**config.mk**
```make
export PLATFORM = sky130hd
export DESIGN_NAME = uart_receiver_flat
export DESIGN_NICKNAME = d
export VERILOG_FILES = /design/src/rtl/uart_pkg.sv /design/src/rtl/uart_receiver_if.sv /design/src/rtl/uart_rx_sync.sv /design/src/rtl/uart_receiver.sv /design/src/flat_wrapper.sv
export SDC_FILE = /design/constraint.sdc
export NUM_CORES = 1
export LEC_CHECK = 0
export BUFFER_PORTS_ARGS = -buffer_cell sky130_fd_sc_hd__buf_2
export CORE_ASPECT_RATIO = 0.5
export CORE_UTILIZATION = 56
export DETAILED_ROUTE_END_ITERATION = 12
export PLACE_DENSITY = 0.82
export SYNTH_ARGS = -nofsm -noshare
export SYNTH_HDL_FRONTEND = slang
export SYNTH_SLANG_ARGS = --single-unit
```
**constraint.sdc**
```tcl
create_clock -name clk -period 2.2 [get_ports clk]
set_clock_uncertainty 0.1 [all_clocks]
set_input_delay 0.44 -clock clk [delete_from_list [all_inputs] [get_ports clk]]
set_output_delay 0.44 -clock clk [all_outputs]
set_load 0.05 [all_outputs]
```
**src/rtl/uart_pkg.sv**
```systemverilog
// Shared UART definitions: FSM state encoding, default bit period and
// frame constants, common to the receiver and the transmitter.
package uart_pkg;

    typedef enum logic [1:0] {
        IDLE  = 2'd0,
        START = 2'd1,
        DATA  = 2'd2,
        STOP  = 2'd3
    } uart_state_e;

    localparam int DEF_CLKS_PER_BIT = 5208;
    localparam int DATA_BITS        = 8;
    localparam int STOP_BITS        = 1;

endpackage

```
**src/rtl/uart_receiver_if.sv**
```systemverilog
// Serial input and received-byte outputs of the UART receiver.
// master drives rx and observes the byte stream; slave is the receiver.
interface uart_receiver_if;

    logic       rx;
    logic [7:0] data;
    logic       valid;
    logic       frame_err;
    logic       busy;
    logic       led;

    modport master (
        output rx,
        input  data, valid, frame_err, busy, led
    );

    modport slave (
        input  rx,
        output data, valid, frame_err, busy, led
    );

endinterface

```
**src/rtl/uart_rx_sync.sv**
```systemverilog
// Two-flop synchronizer for the rx pin plus falling-edge detect.
// All flops reset to 1 so an idle line never looks like a start edge.
module uart_rx_sync (
    input  logic clk,
    input  logic rst_n,
    input  logic i_rx,
    output logic o_rx_s,
    output logic o_fall
);

    logic r_s1;
    logic r_s2;
    logic r_prev;

    always_ff @(posedge clk or negedge rst_n) begin
        if (!rst_n) begin
            r_s1   <= 1'b1;
            r_s2   <= 1'b1;
            r_prev <= 1'b1;
        end else begin
            r_s1   <= i_rx;
            r_s2   <= r_s1;
            r_prev <= r_s2;
        end
    end

    assign o_rx_s = r_s2;
    assign o_fall = r_prev & ~r_s2;

endmodule

```
**src/rtl/uart_receiver.sv**
```systemverilog
// 8N1 UART receiver with mid-bit sampling and 1-cycle valid/frame_err strobes.
// Define RX_MAJORITY_VOTE_EN for 2-of-3 voting around each sample point.
import uart_pkg::*;

module uart_receiver #(
    parameter int CLKS_PER_BIT = DEF_CLKS_PER_BIT,
    parameter int CNT_W        = 16
) (
    input logic       clk,
    input logic       rst_n,
    uart_receiver_if.slave bus
);

    localparam int MID = CLKS_PER_BIT / 2;
`ifdef RX_MAJORITY_VOTE_EN
    localparam int LAG = 1;
`else
    localparam int LAG = 0;
`endif
    localparam logic [CNT_W-1:0] START_AT = CNT_W'(MID - 1 + LAG);
    localparam logic [CNT_W-1:0] BIT_END  = CNT_W'(CLKS_PER_BIT - 1);
    localparam logic [CNT_W-1:0] CNT_ONE  = CNT_W'(1);
    localparam logic [2:0]       LAST_IDX = 3'(DATA_BITS - 1);

    uart_state_e      r_state, w_state_n;
    logic [CNT_W-1:0] r_cnt, w_cnt_n;
    logic [2:0]       r_idx, w_idx_n;
    logic [7:0]       r_shift, w_shift_n;
    logic [7:0]       r_data, w_data_n;
    logic             r_valid, w_valid_n;
    logic             r_ferr, w_ferr_n;
    logic             r_led, w_led_n;

    logic w_rx_s;
    logic w_fall;
    logic w_bit;

    uart_rx_sync u_sync (
        .clk    (clk),
        .rst_n  (rst_n),
        .i_rx   (bus.rx),
        .o_rx_s (w_rx_s),
        .o_fall (w_fall)
    );

`ifdef RX_MAJORITY_VOTE_EN
    // Decision lands one cycle after nominal: history holds offsets -1 and 0.
    logic [1:0] r_hist;

    always_ff @(posedge clk or negedge rst_n) begin
        if (!rst_n) r_hist <= 2'b11;
        else        r_hist <= {r_hist[0], w_rx_s};
    end

    assign w_bit = (r_hist[1] & r_hist[0]) |
                   (r_hist[1] & w_rx_s)    |
                   (r_hist[0] & w_rx_s);
`else
    assign w_bit = w_rx_s;
`endif

    always_comb begin
        w_state_n = r_state;
        w_cnt_n   = r_cnt;
        w_idx_n   = r_idx;
        w_shift_n = r_shift;
        w_data_n  = r_data;
        w_valid_n = 1'b0;
        w_ferr_n  = 1'b0;
        w_led_n   = r_led;
        unique case (r_state)
            IDLE: begin
                if (w_fall) begin
                    w_state_n = START;
                    w_cnt_n   = '0;
                end
            end
            START: begin
                if (r_cnt == START_AT) begin
                    w_cnt_n = '0;
                    w_idx_n = '0;
                    w_state_n = w_bit ? IDLE : DATA;
                end else begin
                    w_cnt_n = r_cnt + CNT_ONE;
                end
            end
            DATA: begin
                if (r_cnt == BIT_END) begin
                    w_cnt_n          = '0;
                    w_shift_n[r_idx] = w_bit;
                    if (r_idx == LAST_IDX) w_state_n = STOP;
                    else                   w_idx_n   = r_idx + 3'd1;
                end else begin
                    w_cnt_n = r_cnt + CNT_ONE;
                end
            end
            STOP: begin
                if (r_cnt == BIT_END) begin
                    w_cnt_n   = '0;
                    w_state_n = IDLE;
                    if (w_bit) begin
                        w_data_n  = r_shift;
                        w_valid_n = 1'b1;
                        w_led_n   = ~r_led;
                    end else begin
                        w_ferr_n  = 1'b1;
                    end
                end else begin
                    w_cnt_n = r_cnt + CNT_ONE;
                end
            end
            default: w_state_n = IDLE;
        endcase
    end

    always_ff @(posedge clk or negedge rst_n) begin
        if (!rst_n) begin
            r_state <= IDLE;
            r_cnt   <= '0;
            r_idx   <= '0;
            r_shift <= '0;
            r_data  <= '0;
            r_valid <= 1'b0;
            r_ferr  <= 1'b0;
            r_led   <= 1'b0;
        end else begin
            r_state <= w_state_n;
            r_cnt   <= w_cnt_n;
            r_idx   <= w_idx_n;
            r_shift <= w_shift_n;
            r_data  <= w_data_n;
            r_valid <= w_valid_n;
            r_ferr  <= w_ferr_n;
            r_led   <= w_led_n;
        end
    end

    assign bus.data      = r_data;
    assign bus.valid     = r_valid;
    assign bus.frame_err = r_ferr;
    assign bus.busy      = (r_state != IDLE);
    assign bus.led       = r_led;

endmodule

```
**src/flat_wrapper.sv**
```systemverilog
// flat-port wrapper written by rule: the top's interface ports become plain ports
module uart_receiver_flat 
#(
    parameter int CLKS_PER_BIT = DEF_CLKS_PER_BIT,
    parameter int CNT_W        = 16
)
  (clk, rst_n, bus_rx, bus_data, bus_valid, bus_frame_err, bus_busy, bus_led);
  uart_receiver_if bus_i ();
  input logic clk;
  input logic rst_n;
  input wire logic [$bits(bus_i.rx)-1:0] bus_rx;
  output wire logic [$bits(bus_i.data)-1:0] bus_data;
  output wire logic [$bits(bus_i.valid)-1:0] bus_valid;
  output wire logic [$bits(bus_i.frame_err)-1:0] bus_frame_err;
  output wire logic [$bits(bus_i.busy)-1:0] bus_busy;
  output wire logic [$bits(bus_i.led)-1:0] bus_led;
  assign bus_i.rx = bus_rx;
  assign bus_data = bus_i.data;
  assign bus_valid = bus_i.valid;
  assign bus_frame_err = bus_i.frame_err;
  assign bus_busy = bus_i.busy;
  assign bus_led = bus_i.led;
  uart_receiver #(.CLKS_PER_BIT(CLKS_PER_BIT), .CNT_W(CNT_W)) u_core (.clk(clk), .rst_n(rst_n), .bus(bus_i));
endmodule
```
After elaboration in Yosys (flattened, before gate mapping):

Cells that the tools add are included.

* bitwise logic cells: 3
* order comparisons: 2
* reduce and logical (&&, ||, !) cells: 9
* equality and inequality tests: 12
* multiplexer cells: 24
* add/subtract/negate cells: 2

Operators by type and width (number)
* 16-bit two-way mux: 3
* 16-bit one-hot mux with 3 select lines: 1
* 16-bit by 1-bit adder with 16-bit output, second input constant: 1
* 16-bit by 12-bit == test with 1-bit output, second input constant: 1
* 16-bit by 13-bit == test with 1-bit output, second input constant: 1
* 2-bit two-way mux: 6
* 3-bit two-way mux: 3
* 8-bit bitwise mux: 1
* 2-bit by 1-bit inequality test with 1-bit output, second input constant: 4
* 2-bit one-hot mux with 4 select lines: 1
* 1-bit two-way mux: 7
* 3-bit one-hot mux with 2 select lines: 1
* 5-bit AND reduction: 1
* 2-bit == test, second input constant: 2
* 3-bit by 4-bit < comparator with 1-bit output, second input constant: 1
* 2-bit inequality test, second input constant: 2
* 4-bit AND reduction: 1
* 2-bit nonzero test: 2
* 3-bit by 1-bit adder with 3-bit output, second input constant: 1
* 1-bit demux with 3-bit select: 1
* 3-bit == test, second input constant: 1
* 3-bit by 1-bit >= comparator with 1-bit output, second input constant: 1
* 3-bit AND reduction: 1
* 2-bit by 1-bit == test with 1-bit output, second input constant: 1
* 6 further kinds: 7

* bits in registers: 43
* output and inout bits: 12
* logic and storage cells: 63

Depth between registers and ports, before layout:

Gate-level depths: netlist of the first run.

* depth in word-level cells: 5
* mapped depth: 8
* mapped depth without buffers: 6

Cells and area by module:

From an unflattened synthesis of the first run, not the netlist that was laid out.

* cells, all modules: 196
* area, all modules: 2120.8 sq um

Modules (own cells, without submodules)
* uart_receiver: seq. area each 1001.0 sq um, cells each 192, instances 1, area an instance 2028.2 sq um
* uart_rx_sync: seq. area each 78.8 sq um, cells each 4, instances 1, area an instance 92.6 sq um

Least setup slack after synthesis of the first run:

Ideal clock, no wire load.

* path kind: reg-to-reg
* start point: reg u_core.r_cnt[0]
* end point: reg u_core.r_shift[5]
* arrival time: 1750 ps
* buffers on the path: 0
* stages on the path, launching flop included: 7
* slack: 226 ps
* path through: dfrtp_1 -> ha_1 -> and4b_1 -> and4_1 -> nand4_1 -> nor3b_1 -> mux2_2

* longest elaborated chain between the ends: 2

RTL lines
* start, declared: line uart_receiver.sv:26 `logic [CNT_W-1:0] r_cnt, w_cnt_n;`
* start signal, assigned: line uart_receiver.sv:128 `r_cnt <= w_cnt_n;`
* 16-bit by 13-bit == test with 1-bit output: line uart_receiver.sv:88 `if (r_cnt == BIT_END) begin`
* 2-bit AND reduction (no source line)
* end signal, assigned: line uart_receiver.sv:130 `r_shift <= w_shift_n;`
* end, declared: line uart_receiver.sv:28 `logic [7:0] r_shift, w_shift_n;`

No other way between the ends.
A chain may end at the register's enable or synchronous reset.

Worst setup path after layout of the first run:

* start point: reg u_core.r_cnt[13]
* end point: reg u_core.r_shift[3]

Same word-level chain as after synthesis.

==> results of run 1 <==
-- state kept, by name, summed over array words and instances (netlist names), named ones only --
| name | flops |
|---|---|
| u_core.bus.valid | 1 |
| u_core.u_sync.o_rx_s | 1 |
| u_core.u_sync.r_s1 | 1 |
| u_core.r_cnt | 16 |
| u_core.u_sync.r_prev | 1 |
| u_core.bus.frame_err | 1 |
| u_core.r_shift | 8 |
| u_core.bus.data | 8 |
| u_core.bus.led | 1 |
| u_core.r_idx | 3 |
| u_core.r_state | 1 |
-- Yosys cell counts (2+ instances only) --
master	count	area share [%]
a21oi_1	10	2.4
a22o_1	3	1.2
a31oi_1	10	2.9
a41oi_1	2	0.82
and4_1	2	0.82
buf_6	2	1.1
clkbuf_1	6	1.1
dfrtp_1	40	47
dfstp_2	3	3.7
ha_1	3	1.8
inv_1	7	1.2
mux2_2	17	9.0
mux2i_1	3	1.4
nand2_1	21	3.7
nand2b_1	4	1.2
nand3_1	10	2.4
nand3b_1	2	0.71
nand4_1	6	1.8
nor2_1	12	2.1
nor3_1	4	0.94
nor3_2	2	0.94
nor3b_1	2	0.71
o21ai_0	12	2.8
o21ai_1	2	0.47
-- area by class of cell --
type | count | area, um^2
timing repair buffer | 27 | 168
tap | 51 | 63.8
clock inverter | 2 | 12.5
clock buffer | 6 | 72.6
multi-input combinational | 143 | 986
fill | 261 | 1120
sequential | 43 | 1080
inverter | 7 | 26.3
-- critical path, delay by kind of cell, from the launching register on --
kind | cells | cell delay, ns
flops | 1 | 0.45
mux | 1 | 0.31
simple gates | 4 | 1.16
-- metrics by stage --
stage / hold WS [ns] / cells / power [W] / utilization, % / setup TNS (ns)
6_report: 0.106 / 279 / 0.00205 / 68.3 / 0
5_1_grt: 0.139 / 279 / 0.00218 / 68.3 / -0.0746
4_1_cts: 0.118 / 276 / 0.00204 / 67.0 / 0
3_5_place_dp: 0.251 / 268 / 0.00156 / 64.6 / 0
3_3_place_gp: 0.245 / 268 / 0.00154 / 64.6 / 0
2_1_floorplan: 0.0444 / 203 / 0.00144 / - / 0
-- kinds of logic after synthesis --
| kind of cell | synth area share [%] |
|---|---|
| buffers and inverters | 3.83 |
| adder cells (fa/ha/maj) | 1.77 |
| AND/OR/NAND/NOR | 21.8 |
| multiplexers | 10.4 |
| flip-flops | 50.8 |
| AO/OA/AOI/OAI | 11.0 |
| XOR/XNOR | 0.412 |
-- timing repair --
item                       4_1_cts  5_1_grt
setup endpoints to repair        0        3
gates resized for setup          0        7
setup buffers                    0        3
hold buffers                     0        0
-- how the worst min path moves through the flow --
| stage | cells after the start | startpoint | endpoint | slack (ns) |
|---|---|---|---|---|
| 2_1_floorplan | 0 | rst_n | asynchronous set/reset pin | 0.04 |
| 3_3_place_gp | 0 | u_core.u_sync.r_s1 | u_core.u_sync.o_rx_s | 0.25 |
| 3_5_place_dp | 0 | u_core.u_sync.r_s1 | u_core.u_sync.o_rx_s | 0.25 |
| 4_1_cts | 2 | rst_n | u_core.r_cnt[0] | 0.12 |
| 5_1_grt | 1 | bus_rx | u_core.u_sync.r_s1 | 0.14 |
| 6_report | 2 | rst_n | u_core.r_cnt[0] | 0.11 |
-- where the power goes --
| group | switching, W | internal, W |
|---|---|---|
| clock network | 0.000263 | 0.000222 |
| registers | 0.000106 | 0.000857 |
| logic | 0.000380 | 0.000222 |
| total | 0.000750 | 0.00130 |
-- metal layers --
layer | share of wire, % | global-route usage, % | up-vias | wire, um
met5 | 0 | 0 | - | 0
met4 | 0.71 | 7.94 | 0 | 29
met3 | 4.6 | 4.89 | 2 | 188
met2 | 46 | 33.0 | 45 | 1850
met1 | 49 | 28.5 | 777 | 2000
li1 | - | - | 787 | -
==> results.yml, run 1 <==
clocking:
  cts_tree: "built"
  cts_max_path_buffers: 2
  htreeDepth: 2
  clkSlewWorstSetupHoldPaths_ns: 0.08
  clkSinkCount: 43
  clkLatencyLatePin_ns: 0.29
  root_buffer: "clkbuf_8"
  numCtsBuffers: 5
detailed_routing:
  ant_nets: 0
  wl_per_cell_um: 14.6
  dr_total_vias: 1611
  drt-initial-drc-count: 103
  post-route-drc-count: 0
  wl_um: 4070
  drt_pass1_iterations: 4
  vias_per_cell: 5.77
finish:
  design_area_um2: 2410
  layout-drive-gt1-share_pct: 29.4
  final_cell_mix: "38 x dfrtp_1, 21 x nand2_1, 16 x mux2_2, 14 x buf_2, 13 x buf_4"
  nets: 233
  n_antenna_cell: 0
  layout_commonest_cell: "dfrtp_1"
  synthToLayoutAreaGrowth_pct: 13.4
yosys:
  ys_ff_latch: 43
  synth_area_per_cell_um2: 10.5
  synth_nets: 209
  ys_seq_area_share_pct: 50.8
  synth.distinct_cells: 42
  yosysWarningCount: 0
  synth-main-ff-cell: "dfrtp_1"
  synth_async_sr_flop_share_pct: 100
  netlist_area_um2: 2130
  synth-edff-count: 0
  synthCells: 203
flow_run:
  maxCapViolations: 0
timing:
  min_period_ns: 2.13
  hold_violations: 0
  finalMaxSlewViolations: 0
  min_period_over_period_pct: 96.9
  fmax_ghz: 0.469
  setup_viol: 0
  worst_slew_pin_slew_ns: 0.530
  fin_ws_ns: 0.0681
  relSlewSlack_pct: 64.7
  rsz0062_at_grt: "yes"
die:
  die_height_um: 45.6
  io_pins: 15
  die_area_um2: 4060
  coreArea_um2: 3530
  start_util_pct: 60.2
  rows: 15
  die-width_um: 89.1
min_path:
  hp-class: "primary input to asynchronous set/reset pin"
worst_setup_path:
  startpoint: "u_core.r_cnt[13]"
  crit_path_end: "u_core.r_shift[3]"
  reg2reg_depth: 5
  worstReg2RegEnd: "u_core.r_shift[3]"
  crit_fanout: 5
  cp.arrival_ns: 2.21
  critPathSlowestCell: "dfrtp_2"
  crit_path_max_incr_delay_ns: 0.45
  r2r_start: "u_core.r_cnt[13]"
  startpoint_type: "flip-flop"
  regToRegSetupSlack_ns: 0.07
  crit_chain: "nor4_4 -> and4_4 -> nand4_1 -> nor3b_2 -> mux2_4"
  critPathCaptureType: "flip-flop"
  cp.required_ns: 2.28
  path_class: "flip-flop to flip-flop"
place:
  routabilityCongestion: 0.843
  numPortBuffers: 14
  hpwl_um: 2640
  pre_cts_slack_ns: 0.0996
  placed_area_um2: 2280
global_route:
  grt_pass1_wl_um: 6240
  grt-ovfl-total: 0
  antenna_found_initial: 0
  track_usage_pct: 20.9
  grt_pass1_vias: 1394
  grt_max_degree: 44
power:
  cellPowerDensity_nw_per_um2: 850
  leakage_nw: 1.11
  ir_drop_v: 0.000368
run_status:
  status: "completed"
Power figures use the tool's default switching activity.
==> inputs of run 2 (changes only) <==
Settings changed: CELL_PAD_IN_SITES_DETAIL_PLACEMENT set to 2, CELL_PAD_IN_SITES_GLOBAL_PLACEMENT set to 2, CORE_UTILIZATION 56 to 39, PLACE_DENSITY 0.82 to 0.85.
==> run 2 against run 1 <==
The run now ends with setup timing left. Non-clock buffer count increased by 8. Worst setup slack worse by 0.26 ns. Sequential share of layout area down 3.6 points. Die area grew 42%. Clock-buffer cell count is the same. Largest power group unchanged. Critical path type unchanged. Sequential power up 3.6%. Critical endpoint is now u_core.bus.data[3]. Global-route usage rose by 10 points. Final area is 9.1% higher. First-iteration DRC count rose by 49%.
==> results.yml, run 2 (synthesis results as in run 1) <==
run_status:
  status: "finished, violations left"
  failed_checks: "setup timing"
finish:
  fillers: 507
  largest_reg_flops: 16
  nets: 241
  n_antenna_cell: 0
  synthToLayoutAreaGrowth_pct: 23.7
  regMostFlops: "u_core.r_cnt"
  layout_commonest_cell: "dfrtp_1"
  ff_latch_area_um2: 1080
  layout-drive-gt1-share_pct: 35.6
  multiInputGateArea_um2: 1070
  final_cell_mix: "36 x dfrtp_1, 21 x nand2_1, 20 x buf_4, 15 x mux2_2, 14 x buf_2"
global_route:
  antenna_found_initial: 0
  track_usage_pct: 31.0
  grt-ovfl-total: 0
  grt_pass1_wl_um: 12400
  grt_pass1_vias: 2112
  grt_max_degree: 44
clocking:
  clkSinkCount: 43
  htreeDepth: 2
  cts_tree: "built"
  clkSlewWorstSetupHoldPaths_ns: 0.09
  cts_max_path_buffers: 2
  clkLatencyLatePin_ns: 0.32
  root_buffer: "clkbuf_8"
  numCtsBuffers: 5
detailed_routing:
  wl_per_cell_um: 31.1
  vias_per_cell: 6.29
  drt_pass1_iterations: 4
  ant_nets: 0
  wl_um: 9510
  drt-initial-drc-count: 153
  dr_total_vias: 1924
  post-route-drc-count: 0
timing:
  relSlewSlack_pct: 60.3
  fin_ws_ns: -0.188
  finalMaxSlewViolations: 0
  min_period_over_period_pct: 109
  hold_violations: 0
  rsz0062_at_grt: "yes"
  fmax_ghz: 0.419
  setup_viol: 17
  min_period_ns: 2.39
  worst_slew_pin_slew_ns: 0.595
  setup_tns_ns: -1.54
worst_setup_path:
  critPathCaptureType: "flip-flop"
  crit_fanout: 9
  critPathSlowestCell: "dfrtp_1"
  crit_path_max_incr_delay_ns: 0.58
  startpoint_type: "flip-flop"
  cp.required_ns: 2.30
  crit_chain: "and4b_1 -> and4_4 -> buf_4 -> nand4_2 -> mux2_2"
  cp.arrival_ns: 2.49
  path_class: "flip-flop to flip-flop"
place:
  pre_cts_slack_ns: -0.0894
  numPortBuffers: 14
  hpwl_um: 4730
  routabilityCongestion: 0.782
min_path:
  hp-class: "primary input to asynchronous set/reset pin"
power:
  ir_drop_v: 0.000635
  cellPowerDensity_nw_per_um2: 1030
  power_w: 0.00270
  leakage_nw: 1.18
die:
  coreArea_um2: 5090
  rows: 18
  start_util_pct: 41.8
  die-width_um: 106
  io_pins: 15
  die_area_um2: 5770
  die_height_um: 54.2
flow_run:
  maxCapViolations: 0
[run 2: path summary, 6_finish.rpt]
check	slack [ns]	end	cells after the start	startpoint
setup / recovery	-0.19	u_core.bus.data[3]	5	u_core.r_cnt[6]
hold / removal	0.11	u_core.r_idx[0]	2	rst_n
setup reg to reg	-0.19	u_core.bus.data[3]	5	u_core.r_cnt[6]
hold reg to reg	0.27	u_core.u_sync.o_rx_s	0	u_core.u_sync.r_s1
max in group asynchronous	1.44	u_core.r_cnt[13]	2	rst_n
min in group clk	0.13	u_core.u_sync.r_s1	1	bus_rx
[run 2: area by class of cell]
cell class                 count  share of cell area, %
sequential                    43                   41.2
multi-input combinational    143                   40.6
timing repair buffer          35                   8.80
tap                           70                   3.33
clock buffer                   6                   2.76
clock inverter                 2                   2.28
inverter                       7                  0.999
[run 2: power by group]
part	switching (W)	internal, W	leakage [nW]
logic	0.000596	0.000324	0.538
clock network	0.000327	0.000455	0.0654
registers	0.000140	0.000858	0.574
total	0.00106	0.00164	1.18
[run 2: critical path: cells and delay by family (launching register included)]
family        cells  cell delay [ns]
buf+inv           1             0.13
flops             1             0.58
simple gates      3             0.97
mux               1             0.48
[run 2: repair_timing]
| item | 4_1_cts | 5_1_grt |
|---|---|---|
| setup endpoints to repair | 28 | 20 |
| pin swaps | 3 | 5 |
| buffers inserted | 4 | 3 |
| resized for setup | 11 | 14 |
| hold buffers | 0 | 0 |
[run 2: metal layers]
metal  up-vias  global-route usage [%]  share of wire (%)
met3        28                    7.51                7.9
li1        805                       -                  -
met1       993                    35.2                 42
met4         0                    18.0                3.0
met2        98                    55.8                 47
met5         -                       0                  0
[run 2: metrics by stage]
step	util (%)	instance area [um^2]	hold slack, ns	std cells
2_1_floorplan	-	2130	0.0444	203
3_3_place_gp	45.8	2330	0.246	291
3_5_place_dp	45.8	2330	0.248	291
4_1_cts	50.0	2540	0.126	303
5_1_grt	51.7	2630	0.118	306
6_report	51.7	2630	0.112	306
==> inputs of run 3 (changes only) <==
==> constraint.sdc (replaced) <==
create_clock -name clk -period 2.58 [get_ports clk]
set_clock_uncertainty 0.1 [all_clocks]
set_input_delay 0.387 -clock clk [delete_from_list [all_inputs] [get_ports clk]]
set_output_delay 0.387 -clock clk [all_outputs]
set_load 0.05 [all_outputs]
==> run 3 against run 2 <==
The run now ends clean. Non-clock buffer count down 17. Combinational power down 42%. Global-route usage down 6.3 points. Critical path type unchanged. Critical endpoint is now u_core.r_cnt[14].
==> results.yml, run 3 (synthesis results as in run 1) <==
clocking:
  clkLatencyLatePin_ns: 0.30
  ctsResizeCount: 0
  numCtsBuffers: 5
  cts_tree: "built"
  postCtsSetupBuffers: 0
  clkSlewWorstSetupHoldPaths_ns: 0.09
  ctsHoldBuffers: 0
  cts_max_path_buffers: 2
  clkSinkCount: 43
  htreeDepth: 2
  root_buffer: "clkbuf_8"
place:
  pre_cts_slack_ns: 0.203
  hpwl_um: 4230
  numPortBuffers: 14
  routabilityCongestion: 0.741
global_route:
  grt_pass1_wl_um: 10300
  antenna_found_initial: 0
  grt_pass1_vias: 1911
  grt_max_degree: 44
  track_usage_pct: 24.7
  grt-ovfl-total: 0
worst_setup_path:
  cp.required_ns: 2.64
  crit_buf_inv: 1
  crit_path_max_incr_delay_ns: 0.41
  startpoint_type: "flip-flop"
  crit_chain: "ha_1 -> nor4b_1 -> nand4_1 -> a22o_1 -> buf_4 -> a41oi_1 -> a31oi_1"
  cp_top_family: "compound AO/OA/AOI/OAI gates"
  crit_path_end: "u_core.r_cnt[14]"
  path_class: "flip-flop to flip-flop"
  r2r_start: "u_core.r_cnt[0]"
  critPathSlowestCell: "dfrtp_1"
  crit_fanout: 26
  critPathCaptureType: "flip-flop"
  reg2reg_depth: 7
  worstReg2RegEnd: "u_core.r_cnt[14]"
  startpoint: "u_core.r_cnt[0]"
  crit_cells: 7
  regToRegSetupSlack_ns: 0.11
  cp.arrival_ns: 2.53
power:
  leakage_nw: 1.08
  pwr-share-comb_pct: 27.7
  cellPowerDensity_nw_per_um2: 812
  p_int_w: 0.00118
  switchingPower_w: 0.000744
  pwr-share-clk_pct: 28.3
  p_seq_share_pct: 43.9
  ir_drop_v: 0.000397
  switching_share_pct: 38.6
timing:
  hold_violations: 0
  min_period_over_period_pct: 95.6
  worst_slew_pin_slew_ns: 0.963
  fin_ws_ns: 0.114
  min_period_ns: 2.47
  relSlewSlack_pct: 35.8
  fmax_ghz: 0.405
  setup_tns_ns: 0
  finalMaxSlewViolations: 0
  rsz0062_at_grt: "no"
  setup_viol: 0
die:
  die_height_um: 54.2
  die-width_um: 106
  die_area_um2: 5770
  io_pins: 15
  start_util_pct: 41.8
  coreArea_um2: 5090
  rows: 18
min_path:
  hp-class: "primary input to flip-flop"
finish:
  nets: 224
  regMostFlops: "u_core.r_cnt"
  n_antenna_cell: 0
  synthToLayoutAreaGrowth_pct: 11.5
  largest_reg_flops: 16
  layout-drive-gt1-share_pct: 24.2
  final_cell_mix: "40 x dfrtp_1, 21 x nand2_1, 17 x mux2_2, 14 x buf_2"
  multiInputGateArea_um2: 965
  ff_latch_area_um2: 1080
  layout_commonest_cell: "dfrtp_1"
  fillers: 541
detailed_routing:
  wl_met3_um: 204
  drt_pass1_iterations: 4
  met1Wirelength_um: 2830
  wl_met2_um: 3500
  wl_per_cell_um: 23.1
  dr_total_vias: 1730
  post-route-drc-count: 0
  drt-initial-drc-count: 78
  wl_um: 6660
  ant_nets: 0
  vias_per_cell: 5.99
  routed.top_layer: "met4"
flow_run:
  maxCapViolations: 0
run_status:
  status: "completed"
-- run 3: worst register-to-register path: stages, from the launching register on --
cell	delay [ns]
dfrtp_1	0.41
ha_1	0.33
nor4b_1	0.33
nand4_1	0.26
a22o_1	0.34
buf_4	0.25
a41oi_1	0.24
a31oi_1	0.08
-- run 3: how the worst min path moves through the flow --
stage	from	to	cells past startpoint	slack (ns)
after floorplan	rst_n	asynchronous set/reset pin	0	-0.009
after global placement	u_core.u_sync.r_s1	u_core.u_sync.o_rx_s	0	0.25
after detailed placement	u_core.u_sync.r_s1	u_core.u_sync.o_rx_s	0	0.25
after CTS	bus_rx	u_core.u_sync.r_s1	1	0.07
after global routing	bus_rx	u_core.u_sync.r_s1	1	0.07
final	bus_rx	u_core.u_sync.r_s1	1	0.08
-- run 3: through the flow --
stage          instances  power [W]  hold WS [ns]  utilization (%)  cell area, um^2
2_1_floorplan        203    0.00122      -0.00859                -             2130
3_3_place_gp         281    0.00129         0.247             44.4             2260
3_5_place_dp         281    0.00136         0.250             44.4             2260
4_1_cts              289    0.00193        0.0671             46.6             2370
5_1_grt              289    0.00201        0.0726             46.6             2370
6_report             289    0.00193        0.0755             46.6             2370
-- run 3: power by group through the flow --
| stage | Clock, W | Sequential (W) | Combinational, W |
|---|---|---|---|
| global placement | 0 | 0.000836 | 0.000458 |
| CTS | 0.000557 | 0.000840 | 0.000538 |
| detailed placement | 0 | 0.000850 | 0.000506 |
| floorplan | 0 | 0.000781 | 0.000444 |
| finish | 0.000546 | 0.000846 | 0.000534 |
| global route | 0.000570 | 0.000856 | 0.000579 |
-- run 3: per-layer routing --
metal  track usage, %  up-vias
met5                0        -
met4             10.0        0
met3             4.48       13
met2             47.8       43
met1             27.9      908
li1                 -      766
-- run 3: area by class of cell --
type	instances	share of cell area [%]
Multi-Input combinational cell	143	40.7
Clock inverter	3	1.85
Tap cell	70	3.69
Inverter	7	1.11
Clock buffer	5	2.90
Timing Repair Buffer	18	4.22
Sequential cell	43	45.5
